==> src/rtl/dtw_pkg.sv <==
// Shared constants for the DTW systolic array: path codes, FSM states,
// default parameter values.
package dtw_pkg;

  localparam logic [1:0] PATH_DIAG = 2'b00;
  localparam logic [1:0] PATH_UP   = 2'b01;
  localparam logic [1:0] PATH_LEFT = 2'b10;

  typedef enum logic [1:0] {
    ST_IDLE = 2'b00,
    ST_RUN  = 2'b01,
    ST_DONE = 2'b10
  } state_t;

  localparam int DEF_N_PE   = 6;
  localparam int DEF_FEAT_W = 30;
  localparam int DEF_IDX_W  = 5;
  localparam int DEF_DIST_W = 16;

endpackage

==> src/rtl/dtw_pe.sv <==
// One DTW lane: T/R shift registers, |T-R| cost (clamped), min-of-three
// predecessor with path code, registered d = cost + min.
// Ports: i_t_*/i_r_* new/upstream samples + load selects, i_d0..2
// predecessor distances, o_* registered lane state and results.
// Build macro DTW_SAT_EN: saturate cost+min instead of wrapping.
module dtw_pe
  import dtw_pkg::*;
#(
  parameter int FEAT_W = DEF_FEAT_W,
  parameter int IDX_W  = DEF_IDX_W,
  parameter int DIST_W = DEF_DIST_W
) (
  input  logic              clk,
  input  logic              nrst,
  input  logic              i_ena,
  input  logic [FEAT_W-1:0] i_t_in,
  input  logic [FEAT_W-1:0] i_t_up,
  input  logic [IDX_W-1:0]  i_t_idx_in,
  input  logic [IDX_W-1:0]  i_t_idx_up,
  input  logic              i_t_load,
  input  logic [FEAT_W-1:0] i_r_in,
  input  logic [FEAT_W-1:0] i_r_up,
  input  logic [IDX_W-1:0]  i_r_idx_in,
  input  logic [IDX_W-1:0]  i_r_idx_up,
  input  logic              i_r_load,
  input  logic [DIST_W-1:0] i_d0,
  input  logic [DIST_W-1:0] i_d1,
  input  logic [DIST_W-1:0] i_d2,
  output logic [FEAT_W-1:0] o_t,
  output logic [IDX_W-1:0]  o_t_idx,
  output logic [FEAT_W-1:0] o_r,
  output logic [IDX_W-1:0]  o_r_idx,
  output logic [DIST_W-1:0] o_d,
  output logic [1:0]        o_path
);

  localparam int MW = (FEAT_W > DIST_W) ? FEAT_W : DIST_W;

  logic [FEAT_W-1:0] r_t, r_r;
  logic [IDX_W-1:0]  r_t_idx, r_r_idx;
  logic [DIST_W-1:0] r_d;
  logic [1:0]        r_path;

  logic [FEAT_W-1:0] w_t, w_r, w_diff;
  logic [IDX_W-1:0]  w_t_idx, w_r_idx;
  logic [MW-1:0]     w_diff_x, w_dmax;
  logic [DIST_W-1:0] w_cost, w_min, w_d;
  logic [1:0]        w_path;

  // Cost uses the samples entering the lane this cycle, so d_out
  // lines up with the indices registered in the same edge.
  assign w_t     = i_t_load ? i_t_in : i_t_up;
  assign w_t_idx = i_t_load ? i_t_idx_in : i_t_idx_up;
  assign w_r     = i_r_load ? i_r_in : i_r_up;
  assign w_r_idx = i_r_load ? i_r_idx_in : i_r_idx_up;

  assign w_diff   = (w_t >= w_r) ? (w_t - w_r) : (w_r - w_t);
  assign w_diff_x = MW'(w_diff);
  assign w_dmax   = MW'({DIST_W{1'b1}});
  assign w_cost   = (w_diff_x > w_dmax) ? {DIST_W{1'b1}}
                                        : w_diff_x[DIST_W-1:0];

  // Strict compares give the d0 > d1 > d2 tie priority.
  always_comb begin
    w_min  = i_d0;
    w_path = PATH_DIAG;
    if (i_d1 < w_min) begin
      w_min  = i_d1;
      w_path = PATH_UP;
    end
    if (i_d2 < w_min) begin
      w_min  = i_d2;
      w_path = PATH_LEFT;
    end
  end

`ifdef DTW_SAT_EN
  logic [DIST_W:0] w_sum;
  assign w_sum = {1'b0, w_cost} + {1'b0, w_min};
  assign w_d   = w_sum[DIST_W] ? {DIST_W{1'b1}} : w_sum[DIST_W-1:0];
`else
  assign w_d = w_cost + w_min;
`endif

  always_ff @(posedge clk) begin
    if (!nrst) begin
      r_t     <= '0;
      r_t_idx <= '0;
      r_r     <= '0;
      r_r_idx <= '0;
      r_d     <= '0;
      r_path  <= PATH_DIAG;
    end else if (i_ena) begin
      r_t     <= w_t;
      r_t_idx <= w_t_idx;
      r_r     <= w_r;
      r_r_idx <= w_r_idx;
      r_d     <= w_d;
      r_path  <= w_path;
    end
  end

  assign o_t     = r_t;
  assign o_t_idx = r_t_idx;
  assign o_r     = r_r;
  assign o_r_idx = r_r_idx;
  assign o_d     = r_d;
  assign o_path  = r_path;

endmodule

==> src/rtl/dtw_systarr_gen.sv <==
// DTW wavefront systolic array: N_PE lanes, run FSM, step counter, lane_vld.
// Multi-bit per-lane buses carry lane 0 in the MS slice; N_PE-wide
// vectors (t_load, r_load, lane_vld) use bit k for lane k.
// Build macro DTW_SAT_EN: saturating distance accumulate (else wrap).
module dtw_systarr_gen
  import dtw_pkg::*;
#(
  parameter int N_PE   = DEF_N_PE,
  parameter int FEAT_W = DEF_FEAT_W,
  parameter int IDX_W  = DEF_IDX_W,
  parameter int DIST_W = DEF_DIST_W
) (
  input  logic                   clk,
  input  logic                   nrst,
  input  logic                   ena,
  input  logic                   start,
  input  logic [IDX_W-1:0]       seq_len,
  input  logic [FEAT_W-1:0]      t_in,
  input  logic [IDX_W-1:0]       t_idx_in,
  input  logic [N_PE-1:0]        t_load,
  input  logic [FEAT_W-1:0]      r_in,
  input  logic [IDX_W-1:0]       r_idx_in,
  input  logic [N_PE-1:0]        r_load,
  input  logic [N_PE*DIST_W-1:0] d0,
  input  logic [N_PE*DIST_W-1:0] d1,
  input  logic [N_PE*DIST_W-1:0] d2,
  output logic [N_PE*DIST_W-1:0] d_out,
  output logic [N_PE*2-1:0]      path,
  output logic [N_PE*IDX_W-1:0]  t_idx_out,
  output logic [N_PE*IDX_W-1:0]  r_idx_out,
  output logic [N_PE-1:0]        lane_vld,
  output logic                   busy,
  output logic                   done
);

  localparam int S_W = IDX_W + 5;

  logic [FEAT_W-1:0] w_t[N_PE], w_r[N_PE];
  logic [FEAT_W-1:0] w_t_up[N_PE], w_r_up[N_PE];
  logic [IDX_W-1:0]  w_ti[N_PE], w_ri[N_PE];
  logic [IDX_W-1:0]  w_ti_up[N_PE], w_ri_up[N_PE];

  for (genvar k = 0; k < N_PE; k++) begin : g_lane
    localparam int MS = N_PE - 1 - k;
    if (k == N_PE - 1) begin : g_t_end
      assign w_t_up[k]  = '0;
      assign w_ti_up[k] = '0;
    end else begin : g_t_mid
      assign w_t_up[k]  = w_t[k+1];
      assign w_ti_up[k] = w_ti[k+1];
    end
    if (k == 0) begin : g_r_end
      assign w_r_up[k]  = '0;
      assign w_ri_up[k] = '0;
    end else begin : g_r_mid
      assign w_r_up[k]  = w_r[k-1];
      assign w_ri_up[k] = w_ri[k-1];
    end
    dtw_pe #(
      .FEAT_W(FEAT_W),
      .IDX_W (IDX_W),
      .DIST_W(DIST_W)
    ) u_pe (
      .clk       (clk),
      .nrst      (nrst),
      .i_ena     (ena),
      .i_t_in    (t_in),
      .i_t_up    (w_t_up[k]),
      .i_t_idx_in(t_idx_in),
      .i_t_idx_up(w_ti_up[k]),
      .i_t_load  (t_load[k]),
      .i_r_in    (r_in),
      .i_r_up    (w_r_up[k]),
      .i_r_idx_in(r_idx_in),
      .i_r_idx_up(w_ri_up[k]),
      .i_r_load  (r_load[k]),
      .i_d0      (d0[MS*DIST_W +: DIST_W]),
      .i_d1      (d1[MS*DIST_W +: DIST_W]),
      .i_d2      (d2[MS*DIST_W +: DIST_W]),
      .o_t       (w_t[k]),
      .o_t_idx   (w_ti[k]),
      .o_r       (w_r[k]),
      .o_r_idx   (w_ri[k]),
      .o_d       (d_out[MS*DIST_W +: DIST_W]),
      .o_path    (path[MS*2 +: 2])
    );
    assign t_idx_out[MS*IDX_W +: IDX_W] = w_ti[k];
    assign r_idx_out[MS*IDX_W +: IDX_W] = w_ri[k];
  end

  state_t          r_state;
  logic [S_W-1:0]  r_s;
  logic [IDX_W-1:0] r_len;
  logic            r_busy, r_done;
  logic [N_PE-1:0] r_vld;
  logic [N_PE-1:0] w_vld;
  logic            w_last;

  assign w_last = (r_s == S_W'(r_len) + S_W'(N_PE - 2));

  // Lane k works on R sample s-k at step s.
  always_comb begin
    w_vld = '0;
    for (int k = 0; k < N_PE; k++) begin
      w_vld[k] = (r_s >= S_W'(k)) &&
                 ((r_s - S_W'(k)) < S_W'(r_len));
    end
  end

  always_ff @(posedge clk) begin
    if (!nrst) begin
      r_state <= ST_IDLE;
      r_s     <= '0;
      r_len   <= '0;
      r_busy  <= 1'b0;
      r_done  <= 1'b0;
      r_vld   <= '0;
    end else if (ena) begin
      r_vld  <= '0;
      r_done <= 1'b0;
      unique case (r_state)
        ST_IDLE: begin
          if (start) begin
            r_len  <= seq_len;
            r_s    <= '0;
            r_busy <= 1'b1;
            if (seq_len == '0) begin
              r_state <= ST_DONE;
              r_done  <= 1'b1;
            end else begin
              r_state <= ST_RUN;
            end
          end
        end
        ST_RUN: begin
          r_vld <= w_vld;
          if (w_last) begin
            r_state <= ST_DONE;
            r_done  <= 1'b1;
            r_s     <= '0;
          end else begin
            r_s <= r_s + 1'b1;
          end
        end
        ST_DONE: begin
          r_state <= ST_IDLE;
          r_busy  <= 1'b0;
        end
        default: r_state <= ST_IDLE;
      endcase
    end
  end

  assign lane_vld = r_vld;
  assign busy     = r_busy;
  assign done     = r_done;

endmodule
==> config.mk <==
export PLATFORM = sky130hd
export DESIGN_NAME = dtw_systarr_gen
export DESIGN_NICKNAME = d
export VERILOG_FILES = /design/src/rtl/dtw_pkg.sv /design/src/rtl/dtw_pe.sv /design/src/rtl/dtw_systarr_gen.sv
export SDC_FILE = /design/constraint.sdc
export NUM_CORES = 2
export LEC_CHECK = 0
export BUFFER_PORTS_ARGS = -buffer_cell sky130_fd_sc_hd__buf_2
export CAP_MARGIN = 20
export CORE_ASPECT_RATIO = 1.5
export CORE_UTILIZATION = 28
export CTS_CLUSTER_DIAMETER = 150
export DETAILED_ROUTE_END_ITERATION = 16
export HOLD_SLACK_MARGIN = 0.03
export PLACE_DENSITY = 0.48
export REMOVE_ABC_BUFFERS = 1
export SYNTH_ARGS = -nofsm -noshare
export SYNTH_HDL_FRONTEND = slang
export SYNTH_SLANG_ARGS = --single-unit
==> constraint.sdc <==
create_clock -name clk -period 9.4 [get_ports clk]
set_input_delay 0.94 -clock clk [delete_from_list [all_inputs] [get_ports clk]]
set_output_delay 0.94 -clock clk [all_outputs]
set_load 0.1 [all_outputs]
==> flow_metrics.py <==
metrics = {
    "floorplanning": {
        "die_h_um": 539,
        "row_count": 196,
        "die_x_um": 360,
        "core_area_um2": 191000,
        "start_util_pct": 28.3,
        "die_area_um2": 194000,
        "ios": 555,
    },
    "sta": {
        "finalHoldViolations": 0,
        "max_freq_mhz": 115,
        "period_share_pct": 92.8,
        "max-slew-margin-rel_pct": 32.6,
        "worst-slew-pin-transition_ps": 983,
        "min_period_ps": 8720,
        "fin_skew_ps": 33.9,
        "drv_slew": 0,
        "whs_ps": 472,
        "rsz0062_at_grt": "no",
        "tns_ps": 0,
        "setup_viol": 0,
    },
    "power": {
        "clkPwrFrac_pct": 25.9,
        "power_uw": 10900,
        "ir_worst_vdd_mv": 0.130,
        "switching_share_pct": 46.3,
        "p_seq_share_pct": 22.1,
        "pwr-share-comb_pct": 52.0,
        "leakagePower_uw": 0.0329,
        "power.internal_uw": 5880,
        "switchingPower_uw": 5070,
        "pwr_density_cell_nw_per_um2": 175,
    },
    "yosys": {
        "ys_types": 105,
        "ys_seq_area_share_pct": 18.3,
        "syn_avg_cell_area_um2": 7.75,
        "synth-edff-count": 0,
        "synth_warnings": 0,
        "syn_inst": 6958,
        "yosys_register_bits": 493,
        "synth_area_um2": 53900,
        "ys_async_sr_fraction_pct": 0,
        "yosys_most_used_dff": "dfxtp_1",
    },
    "grt": {
        "grt_max_degree": 165,
        "grt_util_all_layers_pct": 23.7,
        "grt_pass1_vias": 52700,
        "antenna_found_initial": 33,
        "overflow": 0,
        "grt_first_pass_wirelength_mm": 348,
    },
    "hold_path": {
        "hp-class": "register to register",
        "min-delay-start": "g_lane[4].u_pe.o_path[0]",
    },
    "route": {
        "avgViaCountPerCell": 5.33,
        "drc": 0,
        "drtIter0Drc": 3192,
        "drt_pre_antenna_iters": 5,
        "totalWireLength_mm": 239,
        "ant_nets": 0,
        "via_count": 53100,
        "wl_per_cell_um": 24.0,
    },
    "worst_setup_path": {
        "critPathMaxFanout": 20,
        "slowest_delay_ps": 830,
        "rr_startpoint": "g_lane[4].u_pe.o_t[4]",
        "startpoint": "r_load[2]",
        "crit_path_frequent_cell": "buf_4",
        "arrival_ps": 9220,
        "path_delay_family": "compound AO/OA/AOI/OAI gates",
        "critPathLaunchType": "primary input",
        "required_ps": 9900,
        "criticalPathCategory": "primary input to register",
        "path_buf_inv": 5,
        "end_kind": "register",
        "critPathSlowestCell": "mux2i_1",
    },
    "cts": {
        "clk_pin_slew_worst_paths_ps": 60,
        "clk_path_buf_depth": 3,
        "clock-root-buffer": "clkbuf_16",
        "postCtsHoldBufs": 0,
        "cts_buffers": 67,
        "cts_resized": 0,
        "cts_setup_buffers": 0,
        "insertion_delay_ps": 680,
        "h-tree-depth": 3,
        "clock-sinks": 493,
        "cts_tree": "yes",
    },
    "layout": {
        "areaGrowthSynthToFinish_pct": 16.0,
        "seq_area_um2": 9870,
        "multi_input_area_um2": 40300,
        "drive_gt1_share_pct": 13.6,
        "fin_nets": 8459,
        "fin_util_pct": 32.8,
        "nFillCells": 20500,
        "fin_cells": 9955,
    },
    "placed_design": {
        "gp_congestion": 0.930,
        "dp.cells": 9809,
        "dp_hpwl_mm": 198,
        "portBuffers": 554,
    },
    "flow_run": {
        "drv_cap": 0,
    },
    "status": {
        "status": "finished clean",
    },
}
[worst reg2reg max path, delay by kind of cell, from the launching register on]
family / cells / cell delay [ps]
buffers and inverters: 1 / 80
xor gates and xnor gates: 1 / 510
AOI/OAI and AO/OA: 13 / 3060
muxes: 3 / 750
DFF: 1 / 330
adders and majority gates: 2 / 790
and+or+nand+nor: 8 / 2330
[kinds of logic (layout without fill, tap and decap cells)]
kind of cell	Yosys count	in the layout	synth area share [%]
flip-flops	493	493	18.3
multiplexers	677	677	12.7
adder cells (fa/ha/maj)	677	677	16.0
buffers and inverters	995	1493	7.10
other	0	24	0
AO/OA/AOI/OAI	1938	1938	25.0
AND/OR/NAND/NOR	1953	1953	17.2
XOR/XNOR	225	225	3.67
[cell usage after synthesis, types with 13 or more instances]
library cell / count / area, um^2
a2111oi_0: 18 / 158
and2_1: 49 / 307
o31ai_1: 16 / 120
or3_1: 32 / 200
nand4_1: 110 / 688
dfxtp_1: 493 / 9870
nand2_1: 777 / 2920
ha_1: 659 / 8250
nor2_1: 365 / 1370
inv_1: 587 / 2200
mux2_2: 36 / 405
xnor2_1: 132 / 1160
a31o_2: 14 / 123
o211ai_1: 49 / 368
and3_1: 59 / 369
nand2b_1: 33 / 206
a211o_1: 20 / 175
and4_1: 13 / 114
a221oi_1: 30 / 263
a21oi_1: 539 / 2700
xor2_1: 92 / 806
o21bai_1: 63 / 473
o2111ai_1: 17 / 149
a21boi_0: 59 / 443
clkbuf_1: 324 / 1220
a31oi_1: 64 / 400
mux2i_1: 640 / 6410
o211a_1: 299 / 2990
o221ai_1: 15 / 131
o21ai_0: 290 / 1450
o21a_1: 54 / 405
nor4_1: 26 / 163
or2_2: 13 / 81.3
a21o_1: 200 / 1500
nor3_1: 101 / 505
a211oi_1: 56 / 420
buf_1: 42 / 158
buf_2: 28 / 140
fa_1: 18 / 360
nand3_1: 111 / 556
nor2b_1: 205 / 1280
[registers in the layout, summed over array words and instances, names as in the netlist]
| register | count |
|---|---|
| busy | 1 |
| g_lane.u_pe.o_r_idx | 30 |
| r_s | 10 |
| g_lane.u_pe.o_path | 12 |
| g_lane.u_pe.o_t | 150 |
| g_lane.u_pe.o_t_idx | 30 |
| r_state | 2 |
| lane_vld | 6 |
| r_len | 5 |
| g_lane.u_pe.o_d | 96 |
| g_lane.u_pe.o_r | 150 |
| done | 1 |
[layout by cell type, fill, tap and decap left out, drive strengths merged, types with 20 or more instances in the layout]
cell,n
o21bai,63
nand2,780
nor4,26
o211a,299
and3,59
nor3,102
ha,659
a21oi,540
o21a,54
dfxtp,493
a21o,200
mux2,36
o21ai,301
a211o,20
diode,24
a211oi,57
or3,33
a21boi,61
mux2i,641
nor2,365
a2111oi,20
xor2,92
o211ai,49
nand2b,33
clkbuf,88
xnor2,133
nand3,111
a31oi,64
buf,781
a221oi,30
nor2b,205
inv,594
nand4,111
and2,52
[layer usage]
metal | global-route usage, % | share of wire, %
met1 | 26.9 | 40
met2 | 41.9 | 48
met3 | 3.32 | 4.7
met4 | 14.5 | 7.0
met5 | 0 | 0.040
[power groups by stage]
stage                     combinational (uW)  clock, uW  sequential (uW)
final                                   5690       2840             2420
after global routing                    6170       2990             2440
after CTS                               5680       2920             2420
after detailed placement                5650          0             2470
after floorplan                         3090          0             3150
after global placement                  5640          0             2460
[final cells by class]
class	instances	area share (%)
Inverter	590	3.55
Multi-Input combinational cell	5470	64.4
Clock buffer	88	3.03
Clock inverter	34	0.761
Timing Repair Buffer	781	7.41
Sequential cell	493	15.8
Antenna cell	24	0.0961
Tap cell	2475	4.95
[per-stage QoR]
step | area [um^2] | worst slack (ps)
after floorplan | 52300 | 71.2
after global placement | 60100 | 120
after detailed placement | 60100 | 112
after CTS | 62500 | 818
after global routing | 62500 | 31.2
final | 62500 | 678
[path summary, 6_finish.rpt]
check,to,slack [ps],cells after the start
worst max register to register,g_lane[3].u_pe.o_d[15],1430,28
worst min-delay path,g_lane[4].u_pe.o_path[0],470,2
worst min register to register,g_lane[4].u_pe.o_path[0],470,2
worst max-delay path,g_lane[2].u_pe.o_d[15],680,31
(Power assumes the default switching activity.)
